File: src/rtl/hazard_ctrl.sv
// ---------------------------------------------------------------------------
// hazard_ctrl
//
// Purpose:
//   Hazard controller for the execute stage of a five-stage pipeline.
//   - Selects execute-stage operand forwarding sources (M has priority over W,
//     x0 is never forwarded).
//   - Detects load-use hazards and inserts a single bubble into ID/EX.
//   - Flushes IF/ID and ID/EX on an execute-stage redirect.
//   - Runs the start/stall/done handshake with a multi-cycle unit (mul/div),
//     with a timeout abort.
//   - Keeps saturating counts of stalled cycles and of redirect flushes.
//
// Ports:
//   clk_i, rstn_i            clock, synchronous active-low reset
//   rs1D/rs2D_addr_i         decode-stage source registers
//   rs1E/rs2E/rdE_addr_i     execute-stage source and destination registers
//   loadE_i                  execute-stage instruction is a load
//   rdM_addr_i/rdM_wr_ena_i  memory-stage destination and write enable
//   rdW_addr_i/rdW_wr_ena_i  writeback-stage destination and write enable
//   wrong_branch_i           execute-stage redirect / mispredict
//   mcE_req_i, mc_done_i     multi-cycle request and result-valid pulse
//   forwardAE_o/forwardBE_o  operand selects: 00 regfile, 01 W, 10 M
//   stallF/D/E_o             hold PC, IF/ID, ID/EX
//   flushD/E/M_o             bubble IF/ID, ID/EX, EX/MEM
//   mc_start_o, mc_err_o     start pulse and timeout pulse
//   stall_cnt_o, flush_cnt_o saturating performance counters
// ---------------------------------------------------------------------------
module hazard_ctrl #(
    parameter int MC_TIMEOUT = 64,
    parameter int CNT_W      = 32
) (
    input  logic             clk_i,
    input  logic             rstn_i,
    input  logic [4:0]       rs1D_addr_i,
    input  logic [4:0]       rs2D_addr_i,
    input  logic [4:0]       rs1E_addr_i,
    input  logic [4:0]       rs2E_addr_i,
    input  logic [4:0]       rdE_addr_i,
    input  logic             loadE_i,
    input  logic [4:0]       rdM_addr_i,
    input  logic             rdM_wr_ena_i,
    input  logic [4:0]       rdW_addr_i,
    input  logic             rdW_wr_ena_i,
    input  logic             wrong_branch_i,
    input  logic             mcE_req_i,
    input  logic             mc_done_i,
    output logic [1:0]       forwardAE_o,
    output logic [1:0]       forwardBE_o,
    output logic             stallF_o,
    output logic             stallD_o,
    output logic             stallE_o,
    output logic             flushD_o,
    output logic             flushE_o,
    output logic             flushM_o,
    output logic             mc_start_o,
    output logic             mc_err_o,
    output logic [CNT_W-1:0] stall_cnt_o,
    output logic [CNT_W-1:0] flush_cnt_o
);

    // Timer counts completed MC_WAIT cycles; it never exceeds MC_TIMEOUT-1.
    localparam int TMR_W = (MC_TIMEOUT > 2) ? $clog2(MC_TIMEOUT) : 1;

    typedef enum logic {
        RUN     = 1'b0,
        MC_WAIT = 1'b1
    } state_t;

    state_t             state_reg, state_next;
    logic [TMR_W-1:0]   timer_reg, timer_next;
    logic [CNT_W-1:0]   stall_cnt_reg;
    logic [CNT_W-1:0]   flush_cnt_reg;

    // ------------------------------------------------------------------
    // Forwarding: one identical select per execute-stage source operand.
    // ------------------------------------------------------------------
    logic [1:0][4:0] rs_e;
    logic [1:0][1:0] fwd_sel;

    assign rs_e[0] = rs1E_addr_i;
    assign rs_e[1] = rs2E_addr_i;

    generate
        for (genvar gi = 0; gi < 2; gi++) begin : g_fwd
            logic hit_m;
            logic hit_w;
            assign hit_m = rdM_wr_ena_i && (rdM_addr_i != 5'd0) && (rdM_addr_i == rs_e[gi]);
            assign hit_w = rdW_wr_ena_i && (rdW_addr_i != 5'd0) && (rdW_addr_i == rs_e[gi]);
            assign fwd_sel[gi] = hit_m ? 2'b10 : (hit_w ? 2'b01 : 2'b00);
        end
    endgenerate

    assign forwardAE_o = fwd_sel[0];
    assign forwardBE_o = fwd_sel[1];

    // ------------------------------------------------------------------
    // Control: outputs are combinational from state and inputs so that a
    // hazard is answered in the same cycle it is seen.
    // ------------------------------------------------------------------
    logic load_use;
    logic timeout;

    assign load_use = loadE_i && (rdE_addr_i != 5'd0) &&
                      ((rdE_addr_i == rs1D_addr_i) || (rdE_addr_i == rs2D_addr_i));

    // Last permitted wait cycle: the MC_TIMEOUT-th cycle after mc_start_o.
    assign timeout = (timer_reg == TMR_W'(MC_TIMEOUT - 1));

    always_comb begin
        stallF_o   = 1'b0;
        stallD_o   = 1'b0;
        stallE_o   = 1'b0;
        flushD_o   = 1'b0;
        flushE_o   = 1'b0;
        flushM_o   = 1'b0;
        mc_start_o = 1'b0;
        mc_err_o   = 1'b0;
        state_next = state_reg;
        timer_next = timer_reg;
        case (state_reg)
            RUN: begin
                if (wrong_branch_i) begin
                    flushD_o = 1'b1;
                    flushE_o = 1'b1;
                end else if (mcE_req_i) begin
                    mc_start_o = 1'b1;
                    stallF_o   = 1'b1;
                    stallD_o   = 1'b1;
                    stallE_o   = 1'b1;
                    flushM_o   = 1'b1;
                    state_next = MC_WAIT;
                    timer_next = '0;
                end else if (load_use) begin
                    // The load moves on to M next cycle, so this lasts one cycle.
                    stallF_o = 1'b1;
                    stallD_o = 1'b1;
                    flushE_o = 1'b1;
                end
            end
            MC_WAIT: begin
                if (mc_done_i) begin
                    // Release the pipe so the result is captured into EX/MEM.
                    state_next = RUN;
                end else if (timeout) begin
                    mc_err_o   = 1'b1;
                    state_next = RUN;
                end else begin
                    stallF_o   = 1'b1;
                    stallD_o   = 1'b1;
                    stallE_o   = 1'b1;
                    flushM_o   = 1'b1;
                    timer_next = timer_reg + TMR_W'(1);
                end
            end
            default: begin
                state_next = RUN;
            end
        endcase
    end

    // ------------------------------------------------------------------
    // State, timer and saturating counters.
    // ------------------------------------------------------------------
    always_ff @(posedge clk_i) begin
        if (!rstn_i) begin
            state_reg     <= RUN;
            timer_reg     <= '0;
            stall_cnt_reg <= '0;
            flush_cnt_reg <= '0;
        end else begin
            state_reg <= state_next;
            timer_reg <= timer_next;
            if (stallF_o && (stall_cnt_reg != {CNT_W{1'b1}})) begin
                stall_cnt_reg <= stall_cnt_reg + CNT_W'(1);
            end
            if (flushD_o && (flush_cnt_reg != {CNT_W{1'b1}})) begin
                flush_cnt_reg <= flush_cnt_reg + CNT_W'(1);
            end
        end
    end

    assign stall_cnt_o = stall_cnt_reg;
    assign flush_cnt_o = flush_cnt_reg;

endmodule

File: config.mk
export PLATFORM = sky130hd
export DESIGN_NAME = hazard_ctrl
export DESIGN_NICKNAME = d
export VERILOG_FILES = /design/src/rtl/hazard_ctrl.sv
export SDC_FILE = /design/constraint.sdc
export NUM_CORES = 1
export LEC_CHECK = 0
export ABC_AREA = 1
export CAP_MARGIN = 20
export CORE_ASPECT_RATIO = 0.7
export CORE_MARGIN = 1
export CORE_UTILIZATION = 31
export CTS_CLUSTER_DIAMETER = 30
export CTS_CLUSTER_SIZE = 16
export DETAILED_ROUTE_END_ITERATION = 12
export HOLD_SLACK_MARGIN = 0.02
export PLACE_DENSITY_LB_ADDON = 0.05
export SYNTH_ARGS = -nofsm -noshare
export SYNTH_HDL_FRONTEND = slang
export SYNTH_SLANG_ARGS = --single-unit
File: constraint.sdc
create_clock -name clk_i -period 1.8 [get_ports clk_i]
set_clock_uncertainty 0.1 [all_clocks]
set_input_delay 0.36 -clock clk_i [delete_from_list [all_inputs] [get_ports clk_i]]
set_output_delay 0.36 -clock clk_i [all_outputs]
set_load 0.01 [all_outputs]
# Yosys cells after proc, flatten, opt, wreduce, memory -nomap -nowiden

Cells that the tools add are included.

Output and inout bits: 76
Word-level logic and storage cells: 63
Flip-flop bits (word level): 71
Input port bits: 43

Equality and inequality tests: 13
$add $sub $neg: 3
Reduce and logical (&&, ||, !) cells: 15
Muxes and demuxes: 27
Bitwise operators: 1

Operators with widths:

| kind                                                             | number |
|---|---|
| 32-bit by 1-bit adder with 32-bit output (second input constant) | 2 |
| 32-bit != test (second input constant)                           | 2 |
| 5-bit equality test                                              | 6 |
| 6-bit 2-to-1 mux                                                 | 4 |
| 1-bit 2-to-1 mux                                                 | 18 |
| 5-bit nonzero test                                               | 3 |
| 6-bit one-hot mux with 2 select lines                            | 1 |
| 1-bit logical AND                                                | 10 |
| 2-bit != test (second input constant)                            | 4 |
| 6-bit by 1-bit adder with 6-bit output (second input constant)   | 1 |
| 6-bit equality test (second input constant)                      | 1 |
| 2-bit 2-to-1 mux                                                 | 2 |
| 1-bit one-hot mux with 2 select lines                            | 2 |
| 4-bit AND reduction                                              | 1 |
| 1-bit logical OR                                                 | 1 |
| 1-bit NOT                                                        | 1 |

# Longest topological paths before layout

Depth in word-level cells: 8
Gate-level depth with buffers: 12
Depth with buffers taken out: 11

# Least setup slack after synthesis

No wires, ideal clock.

Kind: flip-flop to output port
Start point: register timer_reg[1]
End point: output stallF_o
Buffers on the path: 2
Cell stages (with the launch flop): 11
Arrival time: 1641 ps
Data required time: 1340 ps
Setup slack: -301 ps
Cells stage by stage: dfxtp_1 ha_1 nand2_1 nor2_1 nand3_1 nand2_1 nand2_1 inv_2 nand2_2 buf_2 buf_4

Word-level cells in the longest chain between the ends: 4

Ends and longest elaborated chain:

| element                               | RTL line | source |
|---|---|---|
| from (decl)                           | 71       | `logic [TMR_W-1:0] timer_reg, timer_next;` |
| from (signal assigned)                | 173      | `timer_reg <= timer_next;` |
| 6-bit equality test                   | 108      | `assign timeout = (timer_reg == TMR_W'(MC_TIMEOUT - 1));` |
| 1-bit 2-to-1 mux (2 in a row)         | --       |  |
| 1-bit one-hot mux with 2 select lines | --       |  |
| to (decl)                             | 50       | `output logic stallF_o,` |

No other way between the ends.

# Worst setup path after layout

Start point: register timer_reg[0]
End point: output stallD_o

Word-level cells in the longest chain between the ends: 4

Ends and longest elaborated chain:

| element                               | RTL line | source |
|---|---|---|
| 6-bit equality test                   | 108      |  |
| 1-bit 2-to-1 mux                      | 145      | `end else if (timeout) begin` |
| 1-bit 2-to-1 mux                      | 142      | `if (mc_done_i) begin` |
| 1-bit one-hot mux with 2 select lines | 121      | `case (state_reg)` |
| to (decl)                             | 51       | `output logic stallD_o,` |

No other way between the ends.

==> results.md <==
- WL final: 20300 um
- Dpl cells: 1209
- Area delta synth->final: 88.7%
- Post-synthesis adder-cell area fraction: 0.777%
- Crit path max-delay family: simple AND/OR/NAND/NOR gates
- RSZ-0062 raised after global routing: yes
- Slowest stage delay, CP: 350 ps
- Worst EP arrival: 1500 ps
- Critical path class: flip-flop to primary output
- Async set-reset flop share out of synthesis: 0%
- Syn Area/Cell: 6.20 um2
- Ant diodes: 0
- Fin crit period: 1960 ps
- Worst-skew pair later-pin latency: 350 ps
- CTS H-Tree Depth: 3
- Synth top area share: 29.4%
- CTS hold repair buffers: 0
- # nets final: 1112
- Worst EP required: 1340 ps
- Register bit total from synthesis: 71
- TritonCTS Buffers: 9
- Syn_nets: 825
- Hold Crit Class: flip-flop to flip-flop
- Peak supply drop: 421 uV
- Die Ht: 106 um
- Most common cell on crit path: nand2_4
- Post-Syn Area: 4830 um2
- Number of I/O port buffers: 118
- Main combinational cell family by area after synthesis: simple AND/OR/NAND/NOR gates
- Mean routed wirelength per cell: 16.1 um
- Status: finished with violations
- CP max stage cell: dfxtp_2
- Filler cell count: 1355
- Seq/Total Area, Yosys: 29.4%
- Register area: 1480 um2
- Top FF cell, synth: dfxtp_1
- Final worst-path setup slack: -156 ps
- Worst-Margin Slew: 453 ps
- First-pass GRT wire length: 30600 um
- Pwr/cell area: 479 nW/um2
- Fmax: 511 MHz
- Final Cell Area: 9110 um2
- CTS tree: yes
- Post-DRT Antenna Nets: 0
- Lkg Pwr: 4.14 nW
- Via density per instance: 5.05
- Final Hold Viols: 0
- Post-synthesis mux area share: 0%
- CP cell instances: ha_4 -> nand2_4 -> nor2_4 -> nand3_2 -> nand2_2 -> nand2_4 -> inv_6 -> nand2_8 -> buf_6
- WP buf/inv: 2
- Die span in x: 151 um
- Core area: 15000 um2
- Multi-input logic area: 4110 um2
- Compound-gate portion of the synthesized area: 7.90%
- Sink Count: 71
- Worst-path clk slew: 60 ps
- Gate count of the mapped netlist: 779
- Largest net degree at the start of global routing: 30
- Post-Synth Simple-Gate Area: 44.9%
- Final std cells w/o fill: 1266
- Clock Tree Buf Depth: 2
- Slew margin rel.: 69.8%
- Placed cell area: 7330 um2
- GRT overflow: 0
- Total GRT Usage: 24.6%
- Vias in the first global route: 5908
- Setup violations, final: 61
- Initial detailed-routing violation count: 453
- Die area: 16100 um2
- Initial antenna violation count: 0
- Via count of the routed design: 6388
- Xor/xnor cell area share of the yosys netlist: 9.25%
- Failing checks: negative setup slack
- Synth area leader: dfxtp_1
- Number of synthesized flops with an enable pin: 0
- Starting Density: 32.3%
- Standard-cell rows: 37
- Final period utilization: 109%
- Worst-path fanout max: 4
- Detailed placement HPWL: 13700 um
- Io pins: 119
- Routability cong.: 0.908
- Max Cap Violations: 0
- CP Launch Type: flip-flop
- Synth area leaders: dfxtp_1 (29%), nand2_1 (19%), nor2_1 (8.4%)
- Crit. End Element: primary output
- DR DRC count: 0
- First drt pass iteration count: 5
- Fin. max-slew vios: 0
- Ratio of cells with drive above 1 in the final layout: 45.8%
- Clk root buf: clkbuf_16
- Cell variety after synth: 34
- Warnings from Yosys: 0
==> synthesized netlist by cell type, types with 4 or more instances <==
| master | count |
|---|---|
| nand3_1 | 60 |
| a21oi_1 | 55 |
| dfxtp_1 | 71 |
| nor4_1 | 5 |
| nor3_2 | 6 |
| nand4_1 | 13 |
| nor2_1 | 108 |
| xnor2_1 | 20 |
| nand3b_1 | 12 |
| buf_4 | 5 |
| nor3_1 | 29 |
| xor2_1 | 31 |
| inv_2 | 6 |
| inv_1 | 55 |
| o21ai_0 | 10 |
| clkbuf_1 | 14 |
| nand2_1 | 250 |
| buf_6 | 4 |
==> layout by cell type (no fill, tap or decap), drive strengths merged <==
master           n
nand2          253
buf            216
nor2           112
dfxtp           71
nand3           61
inv             61
dlygate4sd2     60
a21oi           56
nor3            35
xor2            31
xnor2           20
clkbuf          17
nand4           14
nand3b          12
clkdlybuf4s50   10
o21ai           10
dlymetal6s2s     6
nor4             5
ha               3
or2              2
clkinv           2
bufinv           2
clkinvlp         2
clkdlybuf4s15    2
o41ai            2
nor3b            2
o31ai            1
a211oi           1
a21boi           1
o21bai           1
==> what timing repair did <==
item / in CTS / in global routing
endpoints found under the setup margin: 128 / 82
resized for setup: 345 / 229
gates cloned: 7 / 3
pin swaps: 75 / 88
setup buffers: 22 / 14
==> logic make-up after synthesis <==
| family | count (synthesis) |
|---|---|
| AO/OA/AOI/OAI | 72 |
| XOR/XNOR | 51 |
| adder cells (fa/ha/maj) | 3 |
| buffers and inverters | 86 |
| flip-flops | 71 |
| AND/OR/NAND/NOR | 496 |
==> tightest hold or removal path, cell delays in order, from the launching register on <==
cell     delay [ps]
dfxtp_2         350
nand2_4          70
a21oi_2          40
==> area by class of cell <==
cell class | instances | area share (%)
Tap cell | 195 | 2.68
Multi-Input combinational cell | 622 | 45.1
Clock buffer | 10 | 2.51
Clock inverter | 6 | 0.933
Sequential cell | 71 | 16.2
Inverter | 61 | 2.70
Timing Repair Buffer | 301 | 29.9
==> layer usage <==
layer	vias to the layer above	wire [um]	GRT usage (%)
li1	3095	-	-
met1	3035	9500	36.6
met2	227	8760	35.7
met3	31	1730	5.24
met4	0	343	5.14
met5	-	0	0
==> path summary, 6_finish.rpt <==
path	slack, ps	startpoint	cells past startpoint	to
max	-160	timer_reg[0]	9	stallD_o
min reg2reg	400	stall_cnt_o[31]	2	stall_cnt_o[31]
max reg2reg	-80	timer_reg[0]	13	stall_cnt_o[1]
min	400	stall_cnt_o[31]	2	stall_cnt_o[31]
==> report_power, final <==
group | internal, mW | switching [mW]
Sequential | 1.58 | 0.0138
Combinational | 0.401 | 0.422
Clock | 1.21 | 0.739
Total | 3.19 | 1.17
==> stage by stage <==
step           setup slack [ps]  hold WS, ps  util, %  setup TNS (ps)  power, mW
2_1_floorplan             -2.54          365        -           -2.54       1.87
4_1_cts                    -145          395     54.8           -3330       4.25
3_3_place_gp               -847          394     49.0          -33640       2.15
5_1_grt                    -245          414     61.0           -8150       4.51
3_5_place_dp               -928          402     49.0          -35500       2.15
6_report                   -156          397     61.0           -2680       4.36
(Power assumes the default switching activity.)
